File: config.mk
export PLATFORM = sky130hd
export DESIGN_NAME = reservation_station
export DESIGN_NICKNAME = d
export VERILOG_FILES = /design/src/rtl/reservation_station_pkg.sv /design/src/rtl/reservation_station_issue_select.sv /design/src/rtl/reservation_station.sv
export SDC_FILE = /design/constraint.sdc
export NUM_CORES = 2
export LEC_CHECK = 0
export CORE_MARGIN = 8
export CORE_UTILIZATION = 55
export CTS_CLUSTER_DIAMETER = 50
export CTS_CLUSTER_SIZE = 24
export DETAILED_ROUTE_END_ITERATION = 7
export PLACE_DENSITY = 0.77
export SKIP_LAST_GASP = 1
export SLEW_MARGIN = 20
export SYNTH_ARGS = -nofsm -noshare
export SYNTH_HDL_FRONTEND = slang
export SYNTH_SLANG_ARGS = --single-unit
File: constraint.sdc
create_clock -name clk_in -period 12.26 [get_ports clk_in]
set_input_delay 2.452 -clock clk_in [delete_from_list [all_inputs] [get_ports clk_in]]
set_output_delay 2.452 -clock clk_in [all_outputs]
set_load 0.02 [all_outputs]
File: src/rtl/reservation_station_pkg.sv
// Shared widths, entry layout and CDB snoop helper for the reservation station.
// Optional feature macro: RS_AGE_ORDER_EN (oldest-ready issue instead of lowest index).
package reservation_station_pkg;

  localparam int IDWidth          = 32;
  localparam int ROBWidth         = 4;
  localparam int AddressWidth     = 32;
  localparam int InstTypeWidth    = 6;
  localparam int RS_DEPTH_DEFAULT = 8;

  localparam logic [ROBWidth-1:0] TAG_NONE = '0;

  typedef enum logic [InstTypeWidth-1:0] {
    OP_NOP = 6'd0,
    OP_ADD = 6'd1,
    OP_SUB = 6'd2,
    OP_AND = 6'd3,
    OP_OR  = 6'd4
  } inst_type_e;

  typedef struct packed {
    logic [IDWidth-1:0]  v;
    logic [ROBWidth-1:0] q;
  } operand_t;

  typedef struct packed {
    logic [InstTypeWidth-1:0] opcode;
    logic [IDWidth-1:0]       vj;
    logic [ROBWidth-1:0]      qj;
    logic [IDWidth-1:0]       vk;
    logic [ROBWidth-1:0]      qk;
    logic [IDWidth-1:0]       a;
    logic [AddressWidth-1:0]  pc;
    logic [ROBWidth-1:0]      dest;
  } rs_entry_t;

  // Resolve a waiting operand against both CDBs; the ALU bus wins a tag tie.
  function automatic operand_t snoop(
    input logic [ROBWidth-1:0] q,
    input logic [IDWidth-1:0]  v,
    input logic                alu_en,
    input logic [ROBWidth-1:0] alu_tag,
    input logic [IDWidth-1:0]  alu_value,
    input logic                lsb_en,
    input logic [ROBWidth-1:0] lsb_tag,
    input logic [IDWidth-1:0]  lsb_value
  );
    operand_t r;
    r.q = q;
    r.v = v;
    if (q != TAG_NONE) begin
      if (alu_en && q == alu_tag) begin
        r.v = alu_value;
        r.q = TAG_NONE;
      end else if (lsb_en && q == lsb_tag) begin
        r.v = lsb_value;
        r.q = TAG_NONE;
      end
    end
    return r;
  endfunction

endpackage

File: src/rtl/reservation_station_issue_select.sv
// Picks the entry to issue (lowest index, or oldest ready with RS_AGE_ORDER_EN)
// and the lowest-index free slot for dispatch.
module rs_issue_select
  import reservation_station_pkg::*;
#(
  parameter int DEPTH = RS_DEPTH_DEFAULT,
  parameter int IDX_W = $clog2(DEPTH)
) (
  input  logic [DEPTH-1:0]             ready_vec,
`ifdef RS_AGE_ORDER_EN
  input  logic [DEPTH-1:0][DEPTH-1:0]  age,
`endif
  input  logic [DEPTH-1:0]             free_vec,
  output logic                         issue_valid,
  output logic [IDX_W-1:0]             issue_idx,
  output logic                         free_valid,
  output logic [IDX_W-1:0]             free_idx
);

  logic [DEPTH-1:0] candidates;

  // Under age ordering only a ready entry with no older ready entry survives.
  always_comb begin
    candidates = ready_vec;
`ifdef RS_AGE_ORDER_EN
    for (int i = 0; i < DEPTH; i++) begin
      candidates[i] = ready_vec[i] && ((age[i] & ready_vec) == '0);
    end
`endif
  end

  always_comb begin
    issue_valid = |candidates;
    issue_idx   = '0;
    free_valid  = |free_vec;
    free_idx    = '0;
    for (int i = DEPTH - 1; i >= 0; i--) begin
      if (candidates[i]) issue_idx = IDX_W'(i);
      if (free_vec[i])   free_idx  = IDX_W'(i);
    end
  end

endmodule

File: src/rtl/reservation_station.sv
// Out-of-order issue buffer between dispatcher and ALU with dual-CDB wake-up.
// Optional feature macro: RS_AGE_ORDER_EN (age-matrix oldest-first issue).
module reservation_station
  import reservation_station_pkg::*;
#(
  parameter int RS_DEPTH = RS_DEPTH_DEFAULT
) (
  input  logic                     clk_in,
  input  logic                     rst_in,
  input  logic                     rdy_in,
  input  logic                     dispatcher_rs_en_in,
  input  logic [InstTypeWidth-1:0] dispatcher_rs_opcode_in,
  input  logic [IDWidth-1:0]       dispatcher_rs_vj_in,
  input  logic [IDWidth-1:0]       dispatcher_rs_vk_in,
  input  logic [ROBWidth-1:0]      dispatcher_rs_qj_in,
  input  logic [ROBWidth-1:0]      dispatcher_rs_qk_in,
  input  logic [IDWidth-1:0]       dispatcher_rs_a_in,
  input  logic [AddressWidth-1:0]  dispatcher_rs_pc_in,
  input  logic [ROBWidth-1:0]      dispatcher_rs_dest_in,
  output logic                     rs_full_out,
  input  logic                     alu_cdb_en_in,
  input  logic [ROBWidth-1:0]      alu_cdb_tag_in,
  input  logic [IDWidth-1:0]       alu_cdb_value_in,
  input  logic                     lsb_cdb_en_in,
  input  logic [ROBWidth-1:0]      lsb_cdb_tag_in,
  input  logic [IDWidth-1:0]       lsb_cdb_value_in,
  input  logic                     rob_rs_clear_in,
  output logic                     rs_alu_en_out,
  output logic [InstTypeWidth-1:0] rs_alu_opcode_out,
  output logic [IDWidth-1:0]       rs_alu_vj_out,
  output logic [IDWidth-1:0]       rs_alu_vk_out,
  output logic [IDWidth-1:0]       rs_alu_a_out,
  output logic [AddressWidth-1:0]  rs_alu_pc_out,
  output logic [ROBWidth-1:0]      rs_alu_dest_out
);

  localparam int IDX_W = $clog2(RS_DEPTH);

  rs_entry_t           entries [RS_DEPTH];
  logic [RS_DEPTH-1:0] busy;
  logic [RS_DEPTH-1:0] ready_vec;
  operand_t            wake_j [RS_DEPTH];
  operand_t            wake_k [RS_DEPTH];
  operand_t            disp_j;
  operand_t            disp_k;
  logic                issue_valid;
  logic [IDX_W-1:0]    issue_idx;
  logic                free_valid;
  logic [IDX_W-1:0]    free_idx;
`ifdef RS_AGE_ORDER_EN
  logic [RS_DEPTH-1:0][RS_DEPTH-1:0] age;
`endif

  // Readiness and wake-up are both derived from stored state, so a broadcast
  // wakes an entry on its edge and issue follows no earlier than the next one.
  always_comb begin
    for (int i = 0; i < RS_DEPTH; i++) begin
      ready_vec[i] = busy[i] && entries[i].qj == TAG_NONE && entries[i].qk == TAG_NONE;
      wake_j[i] = snoop(entries[i].qj, entries[i].vj, alu_cdb_en_in, alu_cdb_tag_in,
                        alu_cdb_value_in, lsb_cdb_en_in, lsb_cdb_tag_in, lsb_cdb_value_in);
      wake_k[i] = snoop(entries[i].qk, entries[i].vk, alu_cdb_en_in, alu_cdb_tag_in,
                        alu_cdb_value_in, lsb_cdb_en_in, lsb_cdb_tag_in, lsb_cdb_value_in);
    end
  end

  assign disp_j = snoop(dispatcher_rs_qj_in, dispatcher_rs_vj_in, alu_cdb_en_in, alu_cdb_tag_in,
                        alu_cdb_value_in, lsb_cdb_en_in, lsb_cdb_tag_in, lsb_cdb_value_in);
  assign disp_k = snoop(dispatcher_rs_qk_in, dispatcher_rs_vk_in, alu_cdb_en_in, alu_cdb_tag_in,
                        alu_cdb_value_in, lsb_cdb_en_in, lsb_cdb_tag_in, lsb_cdb_value_in);

  // Two-entry threshold leaves room for a dispatch already in flight.
  assign rs_full_out = ($countones(~busy) < 2);

  rs_issue_select #(.DEPTH(RS_DEPTH), .IDX_W(IDX_W)) u_select (
    .ready_vec   (ready_vec),
`ifdef RS_AGE_ORDER_EN
    .age         (age),
`endif
    .free_vec    (~busy),
    .issue_valid (issue_valid),
    .issue_idx   (issue_idx),
    .free_valid  (free_valid),
    .free_idx    (free_idx)
  );

  always_ff @(posedge clk_in) begin
    if (!rst_in) begin
      busy              <= '0;
      rs_alu_en_out     <= 1'b0;
      rs_alu_opcode_out <= '0;
      rs_alu_vj_out     <= '0;
      rs_alu_vk_out     <= '0;
      rs_alu_a_out      <= '0;
      rs_alu_pc_out     <= '0;
      rs_alu_dest_out   <= '0;
`ifdef RS_AGE_ORDER_EN
      age               <= '0;
`endif
    end else if (rdy_in) begin
      if (rob_rs_clear_in) begin
        busy          <= '0;
        rs_alu_en_out <= 1'b0;
      end else begin
        for (int i = 0; i < RS_DEPTH; i++) begin
          if (busy[i]) begin
            entries[i].vj <= wake_j[i].v;
            entries[i].qj <= wake_j[i].q;
            entries[i].vk <= wake_k[i].v;
            entries[i].qk <= wake_k[i].q;
          end
        end
        rs_alu_en_out <= issue_valid;
        if (issue_valid) begin
          busy[issue_idx]   <= 1'b0;
          rs_alu_opcode_out <= entries[issue_idx].opcode;
          rs_alu_vj_out     <= entries[issue_idx].vj;
          rs_alu_vk_out     <= entries[issue_idx].vk;
          rs_alu_a_out      <= entries[issue_idx].a;
          rs_alu_pc_out     <= entries[issue_idx].pc;
          rs_alu_dest_out   <= entries[issue_idx].dest;
        end
        // The slot chosen here was free before this edge, so it never collides with issue.
        if (dispatcher_rs_en_in && free_valid) begin
          busy[free_idx]           <= 1'b1;
          entries[free_idx].opcode <= dispatcher_rs_opcode_in;
          entries[free_idx].vj     <= disp_j.v;
          entries[free_idx].qj     <= disp_j.q;
          entries[free_idx].vk     <= disp_k.v;
          entries[free_idx].qk     <= disp_k.q;
          entries[free_idx].a      <= dispatcher_rs_a_in;
          entries[free_idx].pc     <= dispatcher_rs_pc_in;
          entries[free_idx].dest   <= dispatcher_rs_dest_in;
`ifdef RS_AGE_ORDER_EN
          for (int k = 0; k < RS_DEPTH; k++) begin
            age[k][free_idx] <= 1'b0;
          end
          age[free_idx] <= busy;
`endif
        end
      end
    end
  end

  dispatch_overflow: assert property (@(posedge clk_in) disable iff (!rst_in)
    !(rdy_in && !rob_rs_clear_in && dispatcher_rs_en_in && !free_valid));

endmodule
After elaboration in Yosys (flattened, before gate mapping)
Memories as Yosys holds them, arrays and structs flattened. A register that Yosys moved wholly into a read port is not among the register bits. Cells that the tools add are included.

Bits in read-only memories: 0. Output and inout bits: 140. Flip-flop bits (word level): 9. Word-level logic and storage cells: 275. Bits in latches: 0. Input bits: 225. Memories: 1. RAM bits: 1168.

Memories: entries (words 8, bits a word 146, rd ports 9, clocked after Yosys merged registers in 1, write ports 9, line reservation_station.sv:39) `rs_entry_t entries [RS_DEPTH];`.

Divide/modulo/power cells: 0. Bitwise gates (word level): 5. Shift operators: 0. $lt $le $gt $ge: 5. Reduce and logical (&&, ||, !) cells: 93. Add/subtract/negate cells: 7. Eq/ne operators: 36. Multipliers: 0. Mux-type cells: 126.

Operators with widths (count): 36-bit two-way mux (54); 4-bit equality test (36); 4-bit nonzero test (18); 4-bit zero test (16); 1-bit logical AND (55); 1-bit two-way mux (48); 3-bit two-way mux (16); 8-bit two-way mux (6); 8-bit inverter (2); 8-bit OR reduction (2); 1-bit by 1-bit adder with 2-bit output (4); 8-bit bitwise AND (1); 3-bit by 4-bit < comparator with 1-bit output, second input constant (2); 8-bit OR (1); 2-bit by 2-bit adder with 3-bit output (2); 1-bit demux with 3-bit select (2); 3-bit by 1-bit greater-or-equal comparator with 1-bit output, second input constant (2); 3-bit by 3-bit adder with 4-bit output (1); 4-bit by 2-bit < comparator with 1-bit output, second input constant (1); 3-bit AND reduction (1); 1-bit zero test (1); 1-bit inverter (1).

Logic depth before layout (Yosys ltp)
An unclocked memory read counts as a cell.

Word-level depth: 25. Gate-level depth with buffers: 12. Mapped depth without buffers: 9.

Cells and area by module
Synthesis repeated with hierarchy kept, for this count alone.

Cell total of the unflattened synthesis: 4219. Area, all modules: 66438.7 µm².

Modules (own cells, without submodules): reservation_station (area each 66273.6 µm², cells an instance 4192, seq. area each 38016.5 µm², times used 1); rs_issue_select (area each 165.2 µm², cells an instance 27, seq. area each 0.0 µm², times used 1).

Worst setup path before layout
OpenSTA, ideal clock, no wires.

Path type: input -> register. Start: input alu_cdb_tag_in[2]. End: memory entries[2][100] (netlist name) (enable). Data required time: 11776 ps. Stages: 7. Setup slack: 4819 ps. Arrival: 6957 ps. Library setup time: 484 ps. Path buffers: 3. Path through: buf_2 buf_1 xor2_1 nor4_2 buf_2 a31oi_1 o31ai_1.

RTL lines: start, declared (line reservation_station.sv:22) `input logic [ROBWidth-1:0] alu_cdb_tag_in,`; end, declared (line reservation_station.sv:39).

Worst setup path after layout
Start: register busy[1]. End: output rs_full_out.

Longest elaborated chain between the ends: 5.

Ends and longest elaborated chain: start, declared (line reservation_station.sv:40) `logic [RS_DEPTH-1:0] busy;`; start signal, assigned (line reservation_station.sv:88) `busy <= '0;`; start signal, assigned (line reservation_station.sv:101) `busy <= '0;`; start signal, assigned by index (line reservation_station.sv:114) `busy[issue_idx] <= 1'b0;`; 8-bit inverter (line reservation_station.sv:72) `assign rs_full_out = ($countones(~busy) < 2);`; 1-bit by 1-bit adder with 2-bit output (implied by the code) (line reservation_station.sv:72); 2-bit by 2-bit adder with 3-bit output (implied by the code) (line reservation_station.sv:72); 3-bit by 3-bit adder with 4-bit output (implied by the code) (line reservation_station.sv:72); 4-bit by 2-bit < comparator with 1-bit output (line reservation_station.sv:72); end, declared (line reservation_station.sv:20) `output logic rs_full_out,`.

Every way passes these cells.

==> impl_metrics.tcl <==
set metrics [dict create \
    p_leak_uw 0.0230 \
    timing.setup.tns_ps 0 \
    critPathArrivalTime_ps 4510 \
    syn_nets 5638 \
    ios 365 \
    grt_pass1_vias 48300 \
    placed_area_um2 68000 \
    yosysMostFrequentCell "edfxtp_1" \
    place.gp.congestion 0.883 \
    nets 5673 \
    htree_levels 3 \
    synth_top_cell_area_share 0.554 \
    drt_pass1_iterations 8 \
    stdcell_area_um2 72400 \
    maxSlewViolCount 0 \
    start_kind "flop" \
    grt_pass1_wl_um 312000 \
    drcViolationCount 0 \
    path_max_fanout 9 \
    die_w_um 355 \
    antenna_found_initial 18 \
    seq_area_frac_synth 0.600 \
    hold_buffers 0 \
    synth-main-ff-cell "edfxtp_1" \
    core.rowCount 124 \
    layout_min_cycle_time_ps 6960 \
    cp_slowest_cell "clkdlybuf4s50_1" \
    finalHoldViolCount 0 \
    start_util 0.554 \
    clk_latency_ps 740 \
    syn_inst 5406 \
    io_buffer_count 364 \
    cts-root-buf "clkbuf_16" \
    vdd_drop_max_v 0.000111 \
    synthArstFlopShare 0 \
    slew_headroom 0.199 \
    cellPowerDensity_nw_per_um2 132 \
    hp-class "flop to flop" \
    rsz0062_at_grt "no" \
    grt-ovfl-total 0 \
    dpl.hpwl_um 116000 \
    synth_edf_count 1168 \
    wirelength_um 215000 \
    via_per_inst 6.89 \
    synthTopCellsByArea "edfxtp_1, mux2i_1, dfxtp_1" \
    endpoint_kind "output pin" \
    ys_warn_count 0 \
    critical_path.max_stage_delay_ps 690 \
    cts_tree "built" \
    synth_area_per_cell_um2 11.7 \
    synth_area_um2 63300 \
    vias 48700 \
    fmax_ghz 0.144 \
    synth_common_cells "edfxtp_1, mux2i_1, a21oi_1" \
    clock_sinks 1315 \
    core_region_area_um2 114000 \
    synth.distinct_cells 63 \
    wire_per_inst_um 30.4 \
    synthToLayoutAreaGrowth_pct 14.3 \
    outcome "finished, final reports clean" \
    post_cts_buffers 0 \
    fin_skew_ps 33.5 \
    crit_top_cell "fa_1" \
    setup_viol_count_final 0 \
    tritoncts.num_buffers 117 \
    grt_max_degree 200 \
    cp_data_required_time_ps 9810 \
    drive_gt1_frac 0.0916 \
    min_period_over_period 0.568 \
    maxCapViolCount 0 \
    path_class "flop to output pin" \
    ant_nets 0 \
    crit_chain "fa_1, fa_1, inv_1, fa_1, nor2b_1, fa_1, or2_2, a21oi_1, clkdlybuf4s50_1" \
    final.fill_count 8499 \
    die_h_um 355 \
    hold-worst-slack_ps 491 \
    die-area_um2 126000 \
    cts_resized 0 \
    drt_iter0_drc 6806 \
    tightest_slew_ps 1200 \
    track_usage 0.327 \
    clkSlewWorstSetupHoldPaths_ps 80 \
    total_power_uw 9540 \
    ys_seq_elements 1315 \
    clk_path_buf_depth 3 \
    synth_top_cell_by_area "edfxtp_1" \
]
==> sequential cells by signal, summed over array words and instances (netlist names) <==
| signal | flops |
|---|---|
| rs_alu_dest_out | 4 |
| rs_alu_en_out | 1 |
| rs_alu_vk_out | 32 |
| entries | 1168 |
| busy | 8 |
| rs_alu_opcode_out | 6 |
| rs_alu_a_out | 32 |
| rs_alu_pc_out | 32 |
| rs_alu_vj_out | 32 |
==> layer usage <==
metal,GRT usage,routed length [um],up-vias
met1,0.408,73800,23400
met3,0.107,33000,893
met2,0.515,96700,3957
li1,-,-,20500
met5,0,92,-
met4,0.159,11600,14
==> through the flow <==
stage / instances / setup WS [ps] / util
4_1_cts: 7057 / 5320 / 0.632
6_report: 7070 / 5300 / 0.633
3_3_place_gp: 6833 / 5130 / 0.595
5_1_grt: 7065 / 5170 / 0.633
2_1_floorplan: 5406 / 4820 / -
3_5_place_dp: 6833 / 4940 / 0.595
==> cells by family (layout without fill, tap and decap cells) <==
group / Yosys count / count (layout) / share of synthesized area
adder cells (fa/ha/maj): 7 / 7 / 0.00186
XOR/XNOR: 141 / 141 / 0.0195
AND/OR/NAND/NOR: 1098 / 1098 / 0.0760
AO/OA/AOI/OAI: 1577 / 1577 / 0.158
multiplexers: 650 / 650 / 0.104
flip-flops: 1315 / 1315 / 0.600
buffers and inverters: 618 / 758 / 0.0403
other: 0 / 12 / 0
==> layout by cell type, fill, tap and decap left out, drive strengths merged, types with 113 or more instances in the layout <==
master         count
dfxtp            147
a21oi            494
clkdlybuf4s50    363
nor2             353
o21ai            463
buf              121
mux2i            570
a31oi            113
clkbuf           126
nand2            472
edfxtp          1168
==> layout make-up <==
type,count,area (um^2),share of cell area
Antenna cell,12,30.0,0.000415
Sequential cell,1315,38000,0.525
Clock inverter,98,1240,0.0171
Clock buffer,126,3050,0.0421
Tap cell,1512,1890,0.0261
Multi-Input combinational cell,3473,23300,0.322
Timing Repair Buffer,484,4620,0.0639
Inverter,50,215,0.00297
==> path summary, 6_finish.rpt <==
| check | start | endpoint | slack, ps | cells after the start |
|---|---|---|---|---|
| setup reg to reg | entries[4][68] | rs_alu_vj_out[24] | 7110 | 9 |
| hold / removal | rs_alu_en_out | rs_alu_en_out | 490 | 2 |
| hold reg to reg | rs_alu_en_out | rs_alu_en_out | 490 | 2 |
| setup / recovery | busy[1] | rs_full_out | 5300 | 9 |
==> power by group <==
group | switching, uW | total, uW | internal (uW)
clock network | 1920 | 4040 | 2120
logic | 395 | 608 | 213
registers | 9.65 | 4890 | 4880
==> critical path, delay by kind of cell (launching register included) <==
kind	cells	cell delay (ps)
AO/OA/AOI/OAI	1	200
buffers and inverters	2	740
flip-flops	1	530
adder cells (fa/ha/maj)	4	1860
AND/OR/NAND/NOR	2	450
No activity file was read; power rests on OpenSTA's default activity.
